**src/rtl/forth_pkg.sv**
```systemverilog
// Shared Forth core definitions: data width, stack opcodes, opcode lookup helpers.
// No logic, no latency; consumed by the control unit and the data stack.
// No flow control: every opcode is accepted in the cycle it is issued.
package forth_pkg;

    localparam int WIDTH = 16;

    typedef logic [3:0] stackop_t;

    localparam stackop_t STK_NOP    = 4'b0000;
    localparam stackop_t STK_PUSH   = 4'b0001;
    localparam stackop_t STK_DROP   = 4'b0010;
    localparam stackop_t STK_DUP    = 4'b0011;
    localparam stackop_t STK_SWAP   = 4'b0100;
    localparam stackop_t STK_OVER   = 4'b0101;
    localparam stackop_t STK_NIP    = 4'b0110;
    localparam stackop_t STK_ROT    = 4'b0111;
    localparam stackop_t STK_UNARY  = 4'b1000;
    localparam stackop_t STK_BINARY = 4'b1001;

    // Number of entries an opcode needs on the stack before it may execute.
    // Reserved codes behave as NOP and need nothing.
    function automatic logic [1:0] stk_min_depth(input stackop_t op);
        logic [1:0] need;
        case (op)
            STK_DROP, STK_DUP, STK_UNARY:              need = 2'd1;
            STK_SWAP, STK_OVER, STK_NIP, STK_BINARY:   need = 2'd2;
            STK_ROT:                                   need = 2'd3;
            default:                                   need = 2'd0;
        endcase
        return need;
    endfunction

    // Change in entry count caused by an opcode: -1, 0 or +1.
    function automatic logic signed [1:0] stk_depth_delta(input stackop_t op);
        logic signed [1:0] delta;
        case (op)
            STK_PUSH, STK_DUP, STK_OVER:           delta = 2'sd1;
            STK_DROP, STK_NIP, STK_BINARY:         delta = -2'sd1;
            default:                               delta = 2'sd0;
        endcase
        return delta;
    endfunction

endpackage

```
**src/rtl/data_stack_if.sv**
```systemverilog
// Control-unit / ALU facing bundle of the data stack: opcode, literal, ALU result in; stack view out.
// Outputs are registered at the stack, so they change one rising edge after an opcode is issued.
// No backpressure: the stack accepts one opcode per cycle, every cycle.
interface data_stack_if #(
    parameter int WIDTH = 16,
    parameter int DEPTH = 16
);
    localparam int DW = $clog2(DEPTH + 1);

    logic [3:0]       f_stackop;
    logic [WIDTH-1:0] i_DATA;
    logic [WIDTH-1:0] i_ALU;
    logic [WIDTH-1:0] o_TOS;
    logic [WIDTH-1:0] o_NOS;
    logic [DW-1:0]    o_DEPTH;
    logic             o_EMPTY;
    logic             o_FULL;
    logic             o_UNDERFLOW;
    logic             o_OVERFLOW;

    // master: control unit + ALU side
    modport master (
        output f_stackop, i_DATA, i_ALU,
        input  o_TOS, o_NOS, o_DEPTH, o_EMPTY, o_FULL, o_UNDERFLOW, o_OVERFLOW
    );

    // slave: the data stack itself
    modport slave (
        input  f_stackop, i_DATA, i_ALU,
        output o_TOS, o_NOS, o_DEPTH, o_EMPTY, o_FULL, o_UNDERFLOW, o_OVERFLOW
    );

endinterface

```
**src/rtl/stack_spill_rf.sv**
```systemverilog
// Spill register file for stack entries below NOS; ports: c_CLOCK, we/waddr/wdata, raddr/rdata.
// Read is combinational (zero latency); write lands on the rising edge.
// No flow control; contents are never reset, validity is tracked by the stack depth.
module stack_spill_rf #(
    parameter int WIDTH   = 16,
    parameter int ENTRIES = 14,
    parameter int AW      = 4
) (
    input  logic             c_CLOCK,
    input  logic             we,
    input  logic [AW-1:0]    waddr,
    input  logic [WIDTH-1:0] wdata,
    input  logic [AW-1:0]    raddr,
    output logic [WIDTH-1:0] rdata
);

    logic [WIDTH-1:0] mem [ENTRIES];

    always_ff @(posedge c_CLOCK) begin
        if (we) begin
            mem[waddr] <= wdata;
        end
    end

    assign rdata = mem[raddr];

endmodule

```
**src/rtl/data_stack.sv**
```systemverilog
// Forth data stack: TOS/NOS registers feeding the ALU, deeper entries in a spill file.
// Ports: c_CLOCK, c_RESET (sync, active-high), bus (opcode/literal/ALU result in, stack view out).
// One opcode per cycle, results visible one edge later; no backpressure, illegal ops only raise sticky flags.
module data_stack
    import forth_pkg::*;
#(
    parameter int WIDTH = forth_pkg::WIDTH,
    parameter int DEPTH = 16
) (
    input  logic         c_CLOCK,
    input  logic         c_RESET,
    data_stack_if.slave  bus
);

    localparam int DW      = $clog2(DEPTH + 1);
    localparam int ENTRIES = DEPTH - 2;
    localparam int AW      = (ENTRIES > 1) ? $clog2(ENTRIES) : 1;

    logic [WIDTH-1:0] tos_q, tos_d;
    logic [WIDTH-1:0] nos_q, nos_d;
    logic [DW-1:0]    depth_q, depth_d;
    logic             empty_q, empty_d;
    logic             full_q, full_d;
    logic             unf_q, unf_d;
    logic             ovf_q, ovf_d;

    logic             spill_we;
    logic [AW-1:0]    spill_waddr;
    logic [AW-1:0]    spill_raddr;
    logic [AW-1:0]    spill_push_addr;
    logic [WIDTH-1:0] spill_rdata;
    logic [WIDTH-1:0] third;

    logic [DW-1:0]     need;
    logic signed [1:0] delta;

    // Top of spill lives at depth-3; a grow writes the old NOS one slot above it.
    assign spill_raddr     = AW'(depth_q - DW'(3));
    assign spill_push_addr = AW'(depth_q - DW'(2));

    // The spill slot is stale whenever fewer than three entries exist; reveal 0 instead.
    assign third = (depth_q >= DW'(3)) ? spill_rdata : '0;

    assign need  = DW'(stk_min_depth(bus.f_stackop));
    assign delta = stk_depth_delta(bus.f_stackop);

    always_comb begin
        tos_d       = tos_q;
        nos_d       = nos_q;
        depth_d     = depth_q;
        unf_d       = unf_q;
        ovf_d       = ovf_q;
        spill_we    = 1'b0;
        spill_waddr = spill_push_addr;

        if (depth_q < need) begin
            unf_d = 1'b1;
        end else if (delta == 2'sd1 && depth_q == DW'(DEPTH)) begin
            ovf_d = 1'b1;
        end else begin
            depth_d = depth_q + DW'(delta);

            // Every growing op pushes the old NOS down; below depth 2 NOS is
            // just the revealed zero and nothing needs saving.
            if (delta == 2'sd1 && depth_q >= DW'(2)) begin
                spill_we = 1'b1;
            end

            case (bus.f_stackop)
                STK_PUSH: begin
                    tos_d = bus.i_DATA;
                    nos_d = tos_q;
                end
                STK_DROP: begin
                    tos_d = nos_q;
                    nos_d = third;
                end
                STK_DUP: begin
                    nos_d = tos_q;
                end
                STK_SWAP: begin
                    tos_d = nos_q;
                    nos_d = tos_q;
                end
                STK_OVER: begin
                    tos_d = nos_q;
                    nos_d = tos_q;
                end
                STK_NIP: begin
                    nos_d = third;
                end
                STK_ROT: begin
                    // Third entry comes up to TOS while old NOS takes its slot
                    // in the same spill location: read-before-write in one cycle.
                    tos_d       = third;
                    nos_d       = tos_q;
                    spill_we    = 1'b1;
                    spill_waddr = spill_raddr;
                end
                STK_UNARY: begin
                    tos_d = bus.i_ALU;
                end
                STK_BINARY: begin
                    tos_d = bus.i_ALU;
                    nos_d = third;
                end
                default: begin
                end
            endcase
        end

        empty_d = (depth_d == '0);
        full_d  = (depth_d == DW'(DEPTH));
    end

    always_ff @(posedge c_CLOCK) begin
        if (c_RESET) begin
            tos_q   <= '0;
            nos_q   <= '0;
            depth_q <= '0;
            empty_q <= 1'b1;
            full_q  <= 1'b0;
            unf_q   <= 1'b0;
            ovf_q   <= 1'b0;
        end else begin
            tos_q   <= tos_d;
            nos_q   <= nos_d;
            depth_q <= depth_d;
            empty_q <= empty_d;
            full_q  <= full_d;
            unf_q   <= unf_d;
            ovf_q   <= ovf_d;
        end
    end

    // Reset wins over a coincident opcode, including its spill write.
    stack_spill_rf #(
        .WIDTH   (WIDTH),
        .ENTRIES (ENTRIES),
        .AW      (AW)
    ) u_spill (
        .c_CLOCK (c_CLOCK),
        .we      (spill_we & ~c_RESET),
        .waddr   (spill_waddr),
        .wdata   (nos_q),
        .raddr   (spill_raddr),
        .rdata   (spill_rdata)
    );

    assign bus.o_TOS       = tos_q;
    assign bus.o_NOS       = nos_q;
    assign bus.o_DEPTH     = depth_q;
    assign bus.o_EMPTY     = empty_q;
    assign bus.o_FULL      = full_q;
    assign bus.o_UNDERFLOW = unf_q;
    assign bus.o_OVERFLOW  = ovf_q;

endmodule

```
**src/flat_wrapper.sv**
```systemverilog
// flat-port wrapper written by rule: the top's interface ports become plain ports
module data_stack_flat import forth_pkg::*;
#(
    parameter int WIDTH = forth_pkg::WIDTH,
    parameter int DEPTH = 16
)
  (c_CLOCK, c_RESET, bus_f_stackop, bus_i_DATA, bus_i_ALU, bus_o_TOS, bus_o_NOS, bus_o_DEPTH, bus_o_EMPTY, bus_o_FULL, bus_o_UNDERFLOW, bus_o_OVERFLOW);
  data_stack_if #(.WIDTH(WIDTH), .DEPTH(DEPTH)) bus_i ();
  input  logic c_CLOCK;
  input  logic c_RESET;
  input wire logic [$bits(bus_i.f_stackop)-1:0] bus_f_stackop;
  input wire logic [$bits(bus_i.i_DATA)-1:0] bus_i_DATA;
  input wire logic [$bits(bus_i.i_ALU)-1:0] bus_i_ALU;
  output wire logic [$bits(bus_i.o_TOS)-1:0] bus_o_TOS;
  output wire logic [$bits(bus_i.o_NOS)-1:0] bus_o_NOS;
  output wire logic [$bits(bus_i.o_DEPTH)-1:0] bus_o_DEPTH;
  output wire logic [$bits(bus_i.o_EMPTY)-1:0] bus_o_EMPTY;
  output wire logic [$bits(bus_i.o_FULL)-1:0] bus_o_FULL;
  output wire logic [$bits(bus_i.o_UNDERFLOW)-1:0] bus_o_UNDERFLOW;
  output wire logic [$bits(bus_i.o_OVERFLOW)-1:0] bus_o_OVERFLOW;
  assign bus_i.f_stackop = bus_f_stackop;
  assign bus_i.i_DATA = bus_i_DATA;
  assign bus_i.i_ALU = bus_i_ALU;
  assign bus_o_TOS = bus_i.o_TOS;
  assign bus_o_NOS = bus_i.o_NOS;
  assign bus_o_DEPTH = bus_i.o_DEPTH;
  assign bus_o_EMPTY = bus_i.o_EMPTY;
  assign bus_o_FULL = bus_i.o_FULL;
  assign bus_o_UNDERFLOW = bus_i.o_UNDERFLOW;
  assign bus_o_OVERFLOW = bus_i.o_OVERFLOW;
  data_stack #(.WIDTH(WIDTH), .DEPTH(DEPTH)) u_core (.c_CLOCK(c_CLOCK), .c_RESET(c_RESET), .bus(bus_i));
endmodule
```
**config.mk**
```make
export PLATFORM = sky130hd
export DESIGN_NAME = data_stack_flat
export DESIGN_NICKNAME = d
export VERILOG_FILES = /design/src/rtl/forth_pkg.sv /design/src/rtl/data_stack_if.sv /design/src/rtl/stack_spill_rf.sv /design/src/rtl/data_stack.sv /design/src/flat_wrapper.sv
export SDC_FILE = /design/constraint.sdc
export NUM_CORES = 1
export LEC_CHECK = 0
export ABC_CLOCK_PERIOD_IN_PS = 3700
export CAP_MARGIN = 20
export CORE_ASPECT_RATIO = 0.9
export CORE_UTILIZATION = 50
export DETAILED_ROUTE_END_ITERATION = 10
export PLACE_DENSITY = 0.69
export SLEW_MARGIN = 20
export SYNTH_ARGS = -nofsm -noshare
export SYNTH_HDL_FRONTEND = slang
export SYNTH_SLANG_ARGS = --single-unit
```
**constraint.sdc**
```tcl
create_clock -name c_CLOCK -period 3.7 [get_ports c_CLOCK]
set_input_delay 0.37 -clock c_CLOCK [delete_from_list [all_inputs] [get_ports c_CLOCK]]
set_output_delay 0.37 -clock c_CLOCK [all_outputs]
set_load 0.02 [all_outputs]
```
# --- Word level (Yosys, flattened, before mapping) ---
# Memory sizes are Yosys's and may differ from the RTL's.
# Cells that the tools add are included.
classes:
  n_mux: 15
  add_sub_neg: 3
  magnitude_cmp: 3
  bitwise: 4
  eq_ne: 12
  reduce_logical: 13
op_table:
  columns: ["operator", "n"]
  rows:
  - ["$pmux 16 s4", 1]
  - ["$pmux 16 s2", 1]
  - ["$eq 4x3->1 const B", 4]
  - ["$mux 16", 1]
  - ["$mux 4", 3]
  - ["$eq 5x5->1 const B", 2]
  - ["$ge 5x2->1 const B", 2]
  - ["$mux 5", 2]
  - ["$reduce_or 3->1", 3]
  - ["$eq 4x2->1 const B", 2]
  - ["$eq 4x4->1 const B", 2]
  - ["$sub 4x2->4 const B", 2]
  - ["$mux 1", 6]
  - ["$reduce_and 3->1", 2]
  - ["$add 5x5->5", 1]
  - ["$logic_not 5->1", 1]
  - ["$lt 5x2->1", 1]
  - ["$reduce_or 5->1", 1]
  - ["$eq 4x1->1 const B", 1]
  - ["$pmux 2 s2", 1]
  - ["$reduce_bool 4->1", 1]
  - ["$not 1->1", 3]
  - ["$eq 2x2->1 const B", 1]
  - ["$logic_and 1x1->1", 2]
  - ["4 further kinds", 4]
word_totals:
  in_bits: 38
  n_memories: 2
  regBits: 41
  mem_bits_ro: 32
  ramBits: 224
mem_list:
  columns: ["name", "depth", "word_bits", "rd", "rd_ports_with_merged_regs", "write_ports", "line", "source"]
  rows:
  - ["u_core.u_spill.mem", 14, 16, 1, 0, 1, "stack_spill_rf.sv:17", "logic [WIDTH-1:0] mem [ENTRIES];"]
  - ["(name not given)", 16, 2, 1, 0, 0, "forth_pkg.sv:25", "case (op)"]

# --- Longest topological paths before layout ---
logic_depth:
  ltp_word: 12
  ltp_mapped: 14
  depth_no_buf: 12

# --- Modules after synthesis ---
# Synthesis repeated with hierarchy kept, for this count alone.
hier_totals:
  cells_unflattened: 678
  area_unflattened_um2: 11146.9
by_module_without_submodules:
  columns: ["module", "n_inst", "cells_each", "seq_area_each_um2", "area_each_um2"]
  rows:
  - ["stack_spill_rf", 1, 379, 6726.5, 8600.7]
  - ["data_stack", 1, 299, 820.8, 2546.2]

# --- Worst setup path after synthesis ---
# Ideal clock, no wire load.
synth_path:
  path_type: "flip-flop to flip-flop"
  start: "register u_core.depth_q[0] (netlist: u_core.bus.o_DEPTH[0])"
  end: "memory u_core.u_spill.mem[13][0] (enable)"
  stages_incl_launch_ff: 12
  synth_period_minus_slack_ns: 3.998
  t_arrival_ns: 3.589
  setup_slack_ns: -0.298
  required_ns: 3.291
  path_cell_list: "dfxtp_1 -> buf_4 -> buf_4 -> buf_2 -> inv_1 -> ha_1 -> and4b_1 -> a21oi_1 -> o21ai_2 -> a21oi_1 -> o21ai_0 -> nor3_1"
synth_between:
  elab_chain_cells: 9
  word_cells_on_any_way: 17
synth_lines:
  columns: ["element", "line", "source"]
  rows:
  - ["from (decl)", "data_stack.sv:21", "logic [DW-1:0] depth_q, depth_d;"]
  - ["from (signal assigned)", "data_stack.sv:128", "depth_q <= depth_d;"]
  - ["$ge 5x2->1", "data_stack.sv:65", "if (delta == 2'sd1 && depth_q >= DW'(2)) begin"]
  - ["$logic_and 1x1->1", "data_stack.sv:65", null]
  - ["$mux 1", "data_stack.sv:65", null]
  - ["$mux 1", "data_stack.sv:69", "case (bus.f_stackop)"]
  - ["$mux 1", "data_stack.sv:58", "end else if (delta == 2'sd1 && depth_q == DW'(DEPTH)) begin"]
  - ["$mux 1", "data_stack.sv:56", "if (depth_q < need) begin"]
  - ["$and 1x1->1", "data_stack.sv:143", ".we (spill_we & ~c_RESET),"]
  - ["$mux 1", "stack_spill_rf.sv:20", "if (we) begin"]
  - ["$mux 1 (not written as such)", "stack_spill_rf.sv:21", "mem[waddr] <= wdata;"]
  - ["to (decl)", "stack_spill_rf.sv:17", null]
# Parallel ways exist; a longest one is shown, timed or not.

# --- Worst setup path after layout ---
layout_path:
  start: "register u_core.depth_q[1] (netlist: u_core.bus.o_DEPTH[1])"
  end: "memory u_core.u_spill.mem[10][11] (enable)"
# The elaborated chain is that of the path after synthesis.

==> results.yml <==
status:
  outcome: "completed"
clock_network:
  cts.sinks: 265
  clk_latency_ns: 0.53
  clk_pin_slew_ns: 0.06
  postCtsSetupBuffers: 0
  postCtsResizedCells: 0
  cts_hold_buf: 0
  cts_buffers: 26
  cts_tree: "done"
  htreeDepth: 1
  cts-root-buf: "clkbuf_16"
  cts_buffer_depth: 3
worst_hold_path:
  hold_depth: 2
  hp-class: "register to register"
  hold_start: "u_core.bus.o_OVERFLOW$_SDFFE_PP0P_"
  hold_path_end: "u_core.bus.o_OVERFLOW$_SDFFE_PP0P_"
final_layout:
  nets: 898
  fill_cells: 1601
  drive_above_1_share_pct: 20.0
  layout_common_cells: "224 x edfxtp_1, 77 x clkdlybuf4s50_1, 60 x a21oi_1"
  multiInputGateArea_mm2: 0.00352
  seqCellArea_mm2: 0.00755
  diodes: 0
  area_delta_synth_final_pct: 19.3
  mostFrequentLayoutCell: "edfxtp_1"
  final_cells: 1160
job:
  drv_cap: 0
routing:
  first_iter_violations: 834
  dr.pass1.iters: 7
  post-route-drc-count: 0
  wl_um: 29000
  viasPerCell: 6.25
  vias: 7246
  wl_per_cell_um: 25.0
  antenna_left: 0
worst_setup_path:
  timing.rr.end: "u_core.u_spill.mem[10][11]$_DFFE_PP_"
  slowest_stage: "dfxtp_1"
  crit_arrival_ns: 3.24
  required_ns: 3.89
  r2r_setup_slack_ns: 0.66
  timing.rr.start: "u_core.bus.o_DEPTH[1]$_SDFF_PP0_"
  worstSetupPathType: "register to register"
  cp_cell_sequence: "inv_1, ha_2, and4b_1, a21oi_1, o21ai_2, a21oi_1, o21ai_2, nor4_4, buf_4"
  path_max_fanout: 16
  end_kind: "register"
  worst_setup_path_start_kind: "register"
  slowest_delay_ns: 0.57
  reg2reg_depth: 9
synthesis:
  synthTopCellsByArea: "edfxtp_1 59%, mux4_2 9.5%, dfxtp_1 7.2%"
  yosysTopAreaCell: "edfxtp_1"
  yosysWarnings: 0
  ys_types: 57
  netlist_area_mm2: 0.0114
  ys_seq_area_share_pct: 66.3
  synth_async_sr_flop_share_pct: 0
  syn_nets: 791
  synth_top_area_share_pct: 59.1
  syn_avg_cell_area_um2: 15.3
  synth_cells: 742
  synth_edf_count: 224
  ys_ff_latch: 265
  synth_flop_cell: "edfxtp_1"
placement:
  port-buffer-count: 78
  place_congestion: 0.877
  place_inst: 1112
  hpwl_um: 18900
sta:
  fin_hold_ws_ns: 0.456
  fin_skew_ns: 0.0104
  period_minus_slack_ns: 3.04
  setup_viol: 0
  drv_slew: 0
  fin_tns_setup_ns: 0
  max_clock_freq_mhz: 329
  relSlewSlack_pct: 37.9
  tightest_slew_ns: 0.931
  period_share_pct: 82.3
  rsz0062_at_grt: "false"
  final_hold_viol_count: 0
pwr:
  ir_worst_vdd_uv: 623
  p_leak_nw: 4.51
  power_density_mw_per_mm2: 763
global_routing:
  grt_usage_pct: 25.0
  antenna_found_initial: 0
  grt_overflow_total: 0
  grt_pass1_vias: 7418
  grt_max_degree: 78
  grt_pass1_wl_um: 44100
floorplanning:
  die_x_um: 161
  fp.dieH_um: 145
  fp.dieArea_mm2: 0.0234
  row_count: 51
  start_util_pct: 51.8
  io_pins: 79
  core_area_mm2: 0.0220
-- sequential cells by signal (all words and copies together), names as in the netlist --
signal,count
u_core.bus.o_NOS,16
u_core.bus.o_TOS,16
u_core.bus.o_UNDERFLOW,1
u_core.u_spill.mem,224
u_core.bus.o_OVERFLOW,1
u_core.bus.o_FULL,1
u_core.bus.o_DEPTH,5
u_core.bus.o_EMPTY,1
-- routing by layer --
metal  share of wire [%]  global-route usage (%)
met1                  41                    33.9
met2                  48                    40.5
met3                 8.0                    3.97
met4                 3.8                    9.95
met5                   0                       0
-- per-stage QoR --
step / total power [mW] / utilization [%] / setup slack, ns / area [um^2]
floorplan: 6.30 / - / 0.00764 / 11400
global placement: 7.58 / 57.8 / 0.378 / 12700
detailed placement: 7.67 / 57.8 / 0.202 / 12700
CTS: 10.4 / 61.8 / 0.660 / 13600
global route: 10.8 / 61.9 / 0.456 / 13600
finish: 10.4 / 61.9 / 0.656 / 13600
-- cell usage after synthesis, types with 3 or more instances --
master     count
a21oi_1       62
a222oi_1      16
a22oi_1       18
a2bb2oi_1     16
and3_1         3
buf_2         16
buf_4         11
clkbuf_1      19
dfxtp_1       41
edfxtp_1     224
ha_1          10
inv_1         27
mux2_2        16
mux2i_1        4
mux4_2        48
nand2_1       17
nand2b_1       7
nand3_1       18
nor2_1        47
nor2b_1       18
nor3_1         5
o2111ai_1     16
o21ai_0       36
or3_1          4
xor2_1         5
-- worst max-delay path, delay by kind of cell (launching register included) --
| family | cells | cell delay (ns) |
|---|---|---|
| AND/OR/NAND/NOR | 2 | 0.48 |
| buffers and inverters | 2 | 0.57 |
| AO/OA/AOI/OAI | 4 | 0.86 |
| flip-flops | 1 | 0.57 |
| adder cells (fa/ha/maj) | 1 | 0.23 |
-- power by group --
group	internal [mW]	switching, mW
sequential	3.83	0.567
clock	1.64	1.08
combinational	1.42	1.82
total	6.89	3.47
-- kinds of logic (layout without fill, tap and decap cells) --
group / count (synthesis) / in the layout / synth area share (%)
flops: 265 / 265 / 66.3
simple gates: 132 / 132 / 6.08
compound gates: 183 / 183 / 11.2
buf+inv: 76 / 203 / 3.11
xor+xnor: 6 / 6 / 0.462
fa+ha+maj: 11 / 11 / 1.28
mux: 69 / 69 / 11.6
-- how the worst max path moves through the flow --
stage                                           from                                    to  slack, ns  cells after the start
CTS                 u_core.bus.o_DEPTH[2]$_SDFF_PP0_      u_core.bus.o_NOS[0]$_SDFFE_PP0P_       0.66                      8
finish              u_core.bus.o_DEPTH[1]$_SDFF_PP0_  u_core.u_spill.mem[10][11]$_DFFE_PP_       0.66                      9
detailed placement                  bus_f_stackop[3]          u_core.bus.o_FULL$_SDFF_PP0_       0.20                     13
floorplan                           bus_f_stackop[2]    u_core.u_spill.mem[5][0]$_DFFE_PP_      0.008                     11
global route        u_core.bus.o_DEPTH[1]$_SDFF_PP0_  u_core.u_spill.mem[10][11]$_DFFE_PP_       0.46                      9
global placement                    bus_f_stackop[3]    u_core.u_spill.mem[9][0]$_DFFE_PP_       0.38                     12
-- layout make-up --
type                            count  area share [%]
Sequential cell                   265            55.6
Clock buffer                       37            5.33
Multi-Input combinational cell    401            25.9
Timing Repair Buffer              127            8.51
Clock inverter                     11            1.19
Inverter                           28           0.774
Tap cell                          291            2.68
Note: power is estimated with default switching activity, not from simulation.
